$ cat src/rtl/muldiv_pkg.sv
// rtl/muldiv_pkg.sv - op encoding, FSM states and divide width for the HI/LO muldiv unit
package muldiv_pkg;

   localparam int DIV_BITS = 32;

   typedef enum logic [3:0] {
      OP_NONE  = 4'd0,
      OP_MULT  = 4'd1,
      OP_MULTU = 4'd2,
      OP_DIV   = 4'd3,
      OP_DIVU  = 4'd4,
      OP_MTHI  = 4'd5,
      OP_MTLO  = 4'd6,
      OP_MFHI  = 4'd7,
      OP_MFLO  = 4'd8
   } muldiv_op_t;

   typedef enum logic [1:0] {
      ST_IDLE = 2'd0,
      ST_MUL  = 2'd1,
      ST_DIV  = 2'd2,
      ST_FIX  = 2'd3
   } muldiv_state_t;

endpackage

$ cat src/rtl/div_iter.sv
// rtl/div_iter.sv - restoring unsigned divider, one quotient bit per step
module div_iter
   import muldiv_pkg::*;
(
   input  logic                clk,
   input  logic                reset,
   input  logic                load,
   input  logic                step,
   input  logic [DIV_BITS-1:0] dividend,
   input  logic [DIV_BITS-1:0] divisor,
   output logic [DIV_BITS-1:0] quotient,
   output logic [DIV_BITS-1:0] remainder
);

   logic [DIV_BITS-1:0] rem_q, rem_d;
   logic [DIV_BITS-1:0] quot_q, quot_d;
   logic [DIV_BITS-1:0] dsr_q, dsr_d;
   logic [DIV_BITS:0]   shifted;
   logic                fits;

   always_comb begin
      rem_d   = rem_q;
      quot_d  = quot_q;
      dsr_d   = dsr_q;
      shifted = {rem_q, quot_q[DIV_BITS-1]};
      fits    = shifted >= {1'b0, dsr_q};
      if (load) begin
         rem_d  = '0;
         quot_d = dividend;
         dsr_d  = divisor;
      end else if (step) begin
         // when the subtraction fits, the true difference is below 2^32, so modular math is exact
         rem_d  = fits ? (shifted[DIV_BITS-1:0] - dsr_q) : shifted[DIV_BITS-1:0];
         quot_d = {quot_q[DIV_BITS-2:0], fits};
      end
   end

   always_ff @(posedge clk) begin
      if (reset) begin
         rem_q  <= '0;
         quot_q <= '0;
         dsr_q  <= '0;
      end else begin
         rem_q  <= rem_d;
         quot_q <= quot_d;
         dsr_q  <= dsr_d;
      end
   end

   assign quotient  = quot_q;
   assign remainder = rem_q;

endmodule

$ cat src/rtl/muldiv_ctrl.sv
// rtl/muldiv_ctrl.sv - HI/LO multiply/divide sequencer and stall source for EX
// Optional divide early-out enabled by defining MULDIV_DIV_EARLY_OUT_EN.
module muldiv_ctrl
   import muldiv_pkg::*;
#(
   parameter int MUL_CYCLES = 2
) (
   input  logic        clk,
   input  logic        reset,
   input  logic        op_valid,
   input  logic [3:0]  op,
   input  logic [31:0] rs_data,
   input  logic [31:0] rt_data,
   input  logic        flush_EX,
   input  logic        ex_stall,
   output logic        hilo_stall,
   output logic        busy,
   output logic [31:0] mf_data,
   output logic [31:0] hi,
   output logic [31:0] lo
);

   muldiv_state_t state_q, state_d;
   muldiv_op_t    op_e;
   logic [4:0]    cnt_q, cnt_d;
   logic [31:0]   hi_q, hi_d, lo_q, lo_d, a_q, a_d, b_q, b_d;
   logic          mul_signed_q, mul_signed_d, q_neg_q, q_neg_d, r_neg_q, r_neg_d;
   logic          op_live, accept, div_load, div_step;
   logic [31:0]   abs_a, abs_b, quot, rem;
   logic [63:0]   product;
`ifdef MULDIV_DIV_EARLY_OUT_EN
   logic          eo_q, eo_d;
`endif

   assign op_e    = muldiv_op_t'(op);
   assign op_live = op_valid && (op_e != OP_NONE);
   assign busy    = (state_q != ST_IDLE);
   assign accept  = op_live && !flush_EX && !ex_stall && !busy;
   assign abs_a   = (op_e == OP_DIV && rs_data[31]) ? -rs_data : rs_data;
   assign abs_b   = (op_e == OP_DIV && rt_data[31]) ? -rt_data : rt_data;
   // low 64 bits of the extended product are the same for signed and unsigned operands
   assign product = {{32{mul_signed_q & a_q[31]}}, a_q} * {{32{mul_signed_q & b_q[31]}}, b_q};

   div_iter u_div_iter (
      .clk       (clk),
      .reset     (reset),
      .load      (div_load),
      .step      (div_step),
      .dividend  (abs_a),
      .divisor   (abs_b),
      .quotient  (quot),
      .remainder (rem)
   );

   always_comb begin
      state_d      = state_q;
      cnt_d        = cnt_q;
      hi_d         = hi_q;
      lo_d         = lo_q;
      a_d          = a_q;
      b_d          = b_q;
      mul_signed_d = mul_signed_q;
      q_neg_d      = q_neg_q;
      r_neg_d      = r_neg_q;
      div_load     = 1'b0;
      div_step     = 1'b0;
`ifdef MULDIV_DIV_EARLY_OUT_EN
      eo_d         = eo_q;
`endif
      case (state_q)
         ST_IDLE: begin
            if (accept) begin
               case (op_e)
                  OP_MULT, OP_MULTU: begin
                     a_d          = rs_data;
                     b_d          = rt_data;
                     mul_signed_d = (op_e == OP_MULT);
                     cnt_d        = '0;
                     state_d      = ST_MUL;
                  end
                  OP_DIV, OP_DIVU: begin
                     a_d      = rs_data;
                     b_d      = rt_data;
                     q_neg_d  = (op_e == OP_DIV) && (rs_data[31] ^ rt_data[31]);
                     r_neg_d  = (op_e == OP_DIV) && rs_data[31];
                     div_load = 1'b1;
                     cnt_d    = '0;
                     state_d  = ST_DIV;
`ifdef MULDIV_DIV_EARLY_OUT_EN
                     eo_d = 1'b0;
                     if (rt_data == '0 || (op_e == OP_DIVU && rs_data < rt_data)) begin
                        eo_d    = 1'b1;
                        state_d = ST_FIX;
                     end
`endif
                  end
                  OP_MTHI: hi_d = rs_data;
                  OP_MTLO: lo_d = rs_data;
                  default: ;
               endcase
            end
         end
         ST_MUL: begin
            cnt_d = cnt_q + 5'd1;
            if (cnt_q == 5'(MUL_CYCLES - 1)) begin
               {hi_d, lo_d} = product;
               cnt_d        = '0;
               state_d      = ST_IDLE;
            end
         end
         ST_DIV: begin
            div_step = 1'b1;
            cnt_d    = cnt_q + 5'd1;
            if (cnt_q == 5'(DIV_BITS - 1)) begin
               cnt_d   = '0;
               state_d = ST_FIX;
            end
         end
         ST_FIX: begin
            lo_d    = q_neg_q ? -quot : quot;
            hi_d    = r_neg_q ? -rem : rem;
            state_d = ST_IDLE;
`ifdef MULDIV_DIV_EARLY_OUT_EN
            if (eo_q) begin
               lo_d = (b_q == '0) ? 32'hFFFF_FFFF : 32'h0;
               hi_d = a_q;
            end
`endif
         end
         default: state_d = ST_IDLE;
      endcase
   end

   always_ff @(posedge clk) begin
      if (reset) begin
         state_q      <= ST_IDLE;
         cnt_q        <= '0;
         hi_q         <= '0;
         lo_q         <= '0;
         a_q          <= '0;
         b_q          <= '0;
         mul_signed_q <= 1'b0;
         q_neg_q      <= 1'b0;
         r_neg_q      <= 1'b0;
`ifdef MULDIV_DIV_EARLY_OUT_EN
         eo_q         <= 1'b0;
`endif
      end else begin
         state_q      <= state_d;
         cnt_q        <= cnt_d;
         hi_q         <= hi_d;
         lo_q         <= lo_d;
         a_q          <= a_d;
         b_q          <= b_d;
         mul_signed_q <= mul_signed_d;
         q_neg_q      <= q_neg_d;
         r_neg_q      <= r_neg_d;
`ifdef MULDIV_DIV_EARLY_OUT_EN
         eo_q         <= eo_d;
`endif
      end
   end

   assign hilo_stall = op_live && busy;
   assign mf_data    = (op_e == OP_MFHI) ? hi_q : (op_e == OP_MFLO) ? lo_q : 32'h0;
   assign hi         = hi_q;
   assign lo         = lo_q;

endmodule

$ cat config.mk
export PLATFORM = sky130hd
export DESIGN_NAME = muldiv_ctrl
export DESIGN_NICKNAME = d
export VERILOG_FILES = /design/src/rtl/muldiv_pkg.sv /design/src/rtl/div_iter.sv /design/src/rtl/muldiv_ctrl.sv
export SDC_FILE = /design/constraint.sdc
export NUM_CORES = 2
export LEC_CHECK = 0
export CAP_MARGIN = 10
export CORE_MARGIN = 5
export CORE_UTILIZATION = 35
export CTS_BUF_LIST = sky130_fd_sc_hd__clkbuf_4 sky130_fd_sc_hd__clkbuf_8 sky130_fd_sc_hd__clkbuf_16
export CTS_CLUSTER_DIAMETER = 200
export DETAILED_ROUTE_END_ITERATION = 10
export PLACE_DENSITY_LB_ADDON = 0.15
export SYNTH_ARGS = -nofsm -noshare
export SYNTH_HDL_FRONTEND = slang
export SYNTH_HIERARCHICAL = 1
export SYNTH_SLANG_ARGS = --single-unit
$ cat constraint.sdc
create_clock -name clk -period 17.96 [get_ports clk]
set_input_delay 1.796 -clock clk [delete_from_list [all_inputs] [get_ports clk]]
set_output_delay 1.796 -clock clk [all_outputs]
set_load 0.02 [all_outputs]
==> metrics <==
gr ovfl total 0; Post-Synthesis Cells 6,134; Post-synth EDFFs 0; port bufs between 150 and 200; asr flop ratio synth 0; area leader, netlist fa_1; min-delay src a_q[28]$_SDFFE_PP0P_; sequential share of the synthesized area 0.0888; Clock transition at path regs ~0.07 ns; kind of critical path reg2reg; RD Place Congestion ~0.89; final worst slack just under 9 ns; # hold bufs at CTS 0; Setup Buffers After CTS 0; H-tree depth 1; Cell Area, Synth roughly 53,000 µm²; hold crit path type reg2reg; Clk Latency, worst-skew pair roughly 0.59 ns; CP arrival roughly 9.5 ns; 1st-iter DRT viols about 2,200; initial antenna violation count 8; status finished clean; top-area cell type share of the netlist area 0.427; average size of a mapped cell ~8.6 µm²; worst r2r src a_q[31]$_SDFFE_PP0P_; fin util 0.382; post-place setup slack slightly below 9 ns; Hold Path Sink a_q[28]$_SDFFE_PP0P_; Tmin final approximately 9.1 ns; CP Max Fanout 13; Final Hold Viols 0; Routed WL 165,000 µm; Top FF cell, synth dfxtp_1; commonest cells in the netlist inv_1 (1,184), fa_1 (1,126), nand2_1 (1,023); PD cells between 50 and 60 nW/µm²; Post-route DRC 0; Worst R2R Path Depth 27; Max-Cap Viols 0; crit path launch type register; Max Fclk approximately 0.11 GHz; Final period util 0.507; number of global-route vias before repair ~43,000; Reg-to-Reg End hi[28]$_SDFFE_PP0P_; setup slack, reg-to-reg ~8.9 ns; CTS resizes 0; routed via count slightly above 40,000; Warnings, synthesis 6; DP HPWL around 130,000 µm; Setup TNS Final 0 ns; Routed Antenna Nets 0; Layout Nets 7,501; slew margin rel. 0.272; Die ar. about 160,000 µm²; fin. max-slew vios 0; core box area around 150,000 µm²; CP required 18.39 ns; slew of the pin with the lowest slew margin 1.09 ns; Max clock buf depth 3; Inst Count DP 8,030; FP Rows roughly 140; TritonCTS clock tree built; LEAKAGE about 26 nW; Initial Util 0.352; overall routing resource usage 0.211; die height about 400 µm; RSZ-0062 raised after global routing no; peak supply drop around 0.00020 V; pin count of the biggest net entering global routing 77; syn_nets roughly 7,600; drt pass-1 iters 5; vias per cell between 5 and 6; wire per inst 20.4 µm; cts bufs inserted 31; IO Count ~170; top cells by area, synth fa_1 (43%), dfxtp_1 (8.9%), inv_1 (8.4%); Layout Skew approximately 0.018 ns; Non-Filler Instances 8,093; die width ~400 µm; number of distinct library cells after synthesis between 90 and 100; fillers 15,500; Root Buffer clkbuf_16; first-pass GRT wire length about 260,000 µm; share of cells above drive strength 1 0.0348; Synth Register Bits between 200 and 250; most frequent cell after synthesis inv_1; CP Capture Type register; CTS sink cnt between 200 and 250; Final setup viols 0; hold path cells 2; Area Overhead vs Synth 8.60%
[layout by cell type (no fill, tap or decap), types with 33 or more instances in the layout]
cell type	n
ha_1	252
clkdlybuf4s50_1	169
a21oi_1	248
xnor2_1	149
nor2_1	274
xor2_1	70
mux2i_1	74
buf_4	86
dfxtp_1	229
a22o_1	33
o31ai_1	34
a21o_1	45
and3_1	34
fa_1	1126
a31oi_1	41
inv_1	1183
and2_1	358
nand2_1	1022
o21ai_0	116
nor3_1	52
[cell type report]
class / count / area [µm²] / area share
Multi-Input combinational cell: 4340 / 42200 / 0.737
Clock inverter: 13 / 128 / 0.00223
Tap cell: 2016 / 2520 / 0.0440
Antenna cell: 6 / 15.0 / 0.000262
Clock buffer: 44 / 930 / 0.0162
Sequential cell: 234 / 4690 / 0.0819
Inverter: 1184 / 4450 / 0.0776
Timing Repair Buffer: 256 / 2350 / 0.0410
[worst max path at each step]
stage / from / end / slack [ns]
after floorplan: a_q[31]$_SDFFE_PP0P_ / hi[25]$_SDFFE_PP0P_ / 10.05
after global placement: mul_signed_q$_SDFFE_PP0P_ / hi[28]$_SDFFE_PP0P_ / 9.03
after detailed placement: a_q[31]$_SDFFE_PP0P_ / hi[28]$_SDFFE_PP0P_ / 8.88
after CTS: a_q[31]$_SDFFE_PP0P_ / hi[28]$_SDFFE_PP0P_ / 8.82
after global routing: a_q[31]$_SDFFE_PP0P_ / hi[28]$_SDFFE_PP0P_ / 8.25
final: a_q[31]$_SDFFE_PP0P_ / hi[28]$_SDFFE_PP0P_ / 8.85
[report_power, final]
group,leakage [nW],switching [mW],internal [mW]
logic,23.9,1.14,0.635
registers,1.89,0.118,0.577
clock network,0.530,0.262,0.387
total,26.3,1.52,1.60
[per-layer routing]
metal	vias up	GRT usage	wire length, µm	part of all wire
li1	18500	-	-	-
met1	21400	0.284	72200	0.44
met2	805	0.373	83000	0.50
met3	170	0.0150	5600	0.034
met4	2	0.0474	4560	0.028
met5	-	0	13	0.000079
[metrics by stage]
stage | area [µm²] | hold WS (ns) | total power, mW
2_1_floorplan | 52700 | 0.449 | 2.02
3_3_place_gp | 56200 | 0.442 | 2.45
3_5_place_dp | 56200 | 0.447 | 2.45
4_1_cts | 57300 | 0.456 | 3.11
5_1_grt | 57300 | 0.472 | 3.31
6_report | 57300 | 0.455 | 3.11
[flip-flops by register name, summed over array words and instances (netlist names)]
signal / count
state_q: 2
u_div_iter/quotient: 32
a_q: 32
u_div_iter/remainder: 32
lo: 32
b_q: 32
u_div_iter/dsr_q: 32
r_neg_q: 1
cnt_q: 5
mul_signed_q: 1
q_neg_q: 1
hi: 32
[cell families (layout without fill, tap and decap cells)]
| family | after synthesis | after routing | synth area share |
|---|---|---|---|
| AND/OR/NAND/NOR | 1918 | 1918 | 0.167 |
| buffers and inverters | 1560 | 1497 | 0.113 |
| adder cells (fa/ha/maj) | 1381 | 1381 | 0.488 |
| AO/OA/AOI/OAI | 747 | 747 | 0.0931 |
| flip-flops | 234 | 234 | 0.0888 |
| XOR/XNOR | 219 | 219 | 0.0364 |
| multiplexers | 75 | 75 | 0.0143 |
| other | 0 | 6 | 0 |
[critical path, stage by stage (launching register included)]
cell and delay [ns]:
dfxtp_2 0.33, and2_1 0.63, nand2_1 0.28, inv_1 0.14, fa_1 0.40, inv_1 0.23, fa_1 0.50, inv_1 0.22
fa_1 0.49, fa_1 0.87, inv_1 0.38, fa_1 0.57, inv_1 0.05, fa_1 0.53, inv_1 0.05, fa_1 0.45
fa_1 0.49, inv_1 0.04, ha_1 0.38, a21o_1 0.21, a21o_1 0.16, a21oi_1 0.20, o221ai_1 0.15, a31oi_1 0.35
o21a_1 0.27, o21a_1 0.24, mux2i_1 0.23, o32ai_1 0.11
Note: power is estimated with default switching activity, not from simulation.
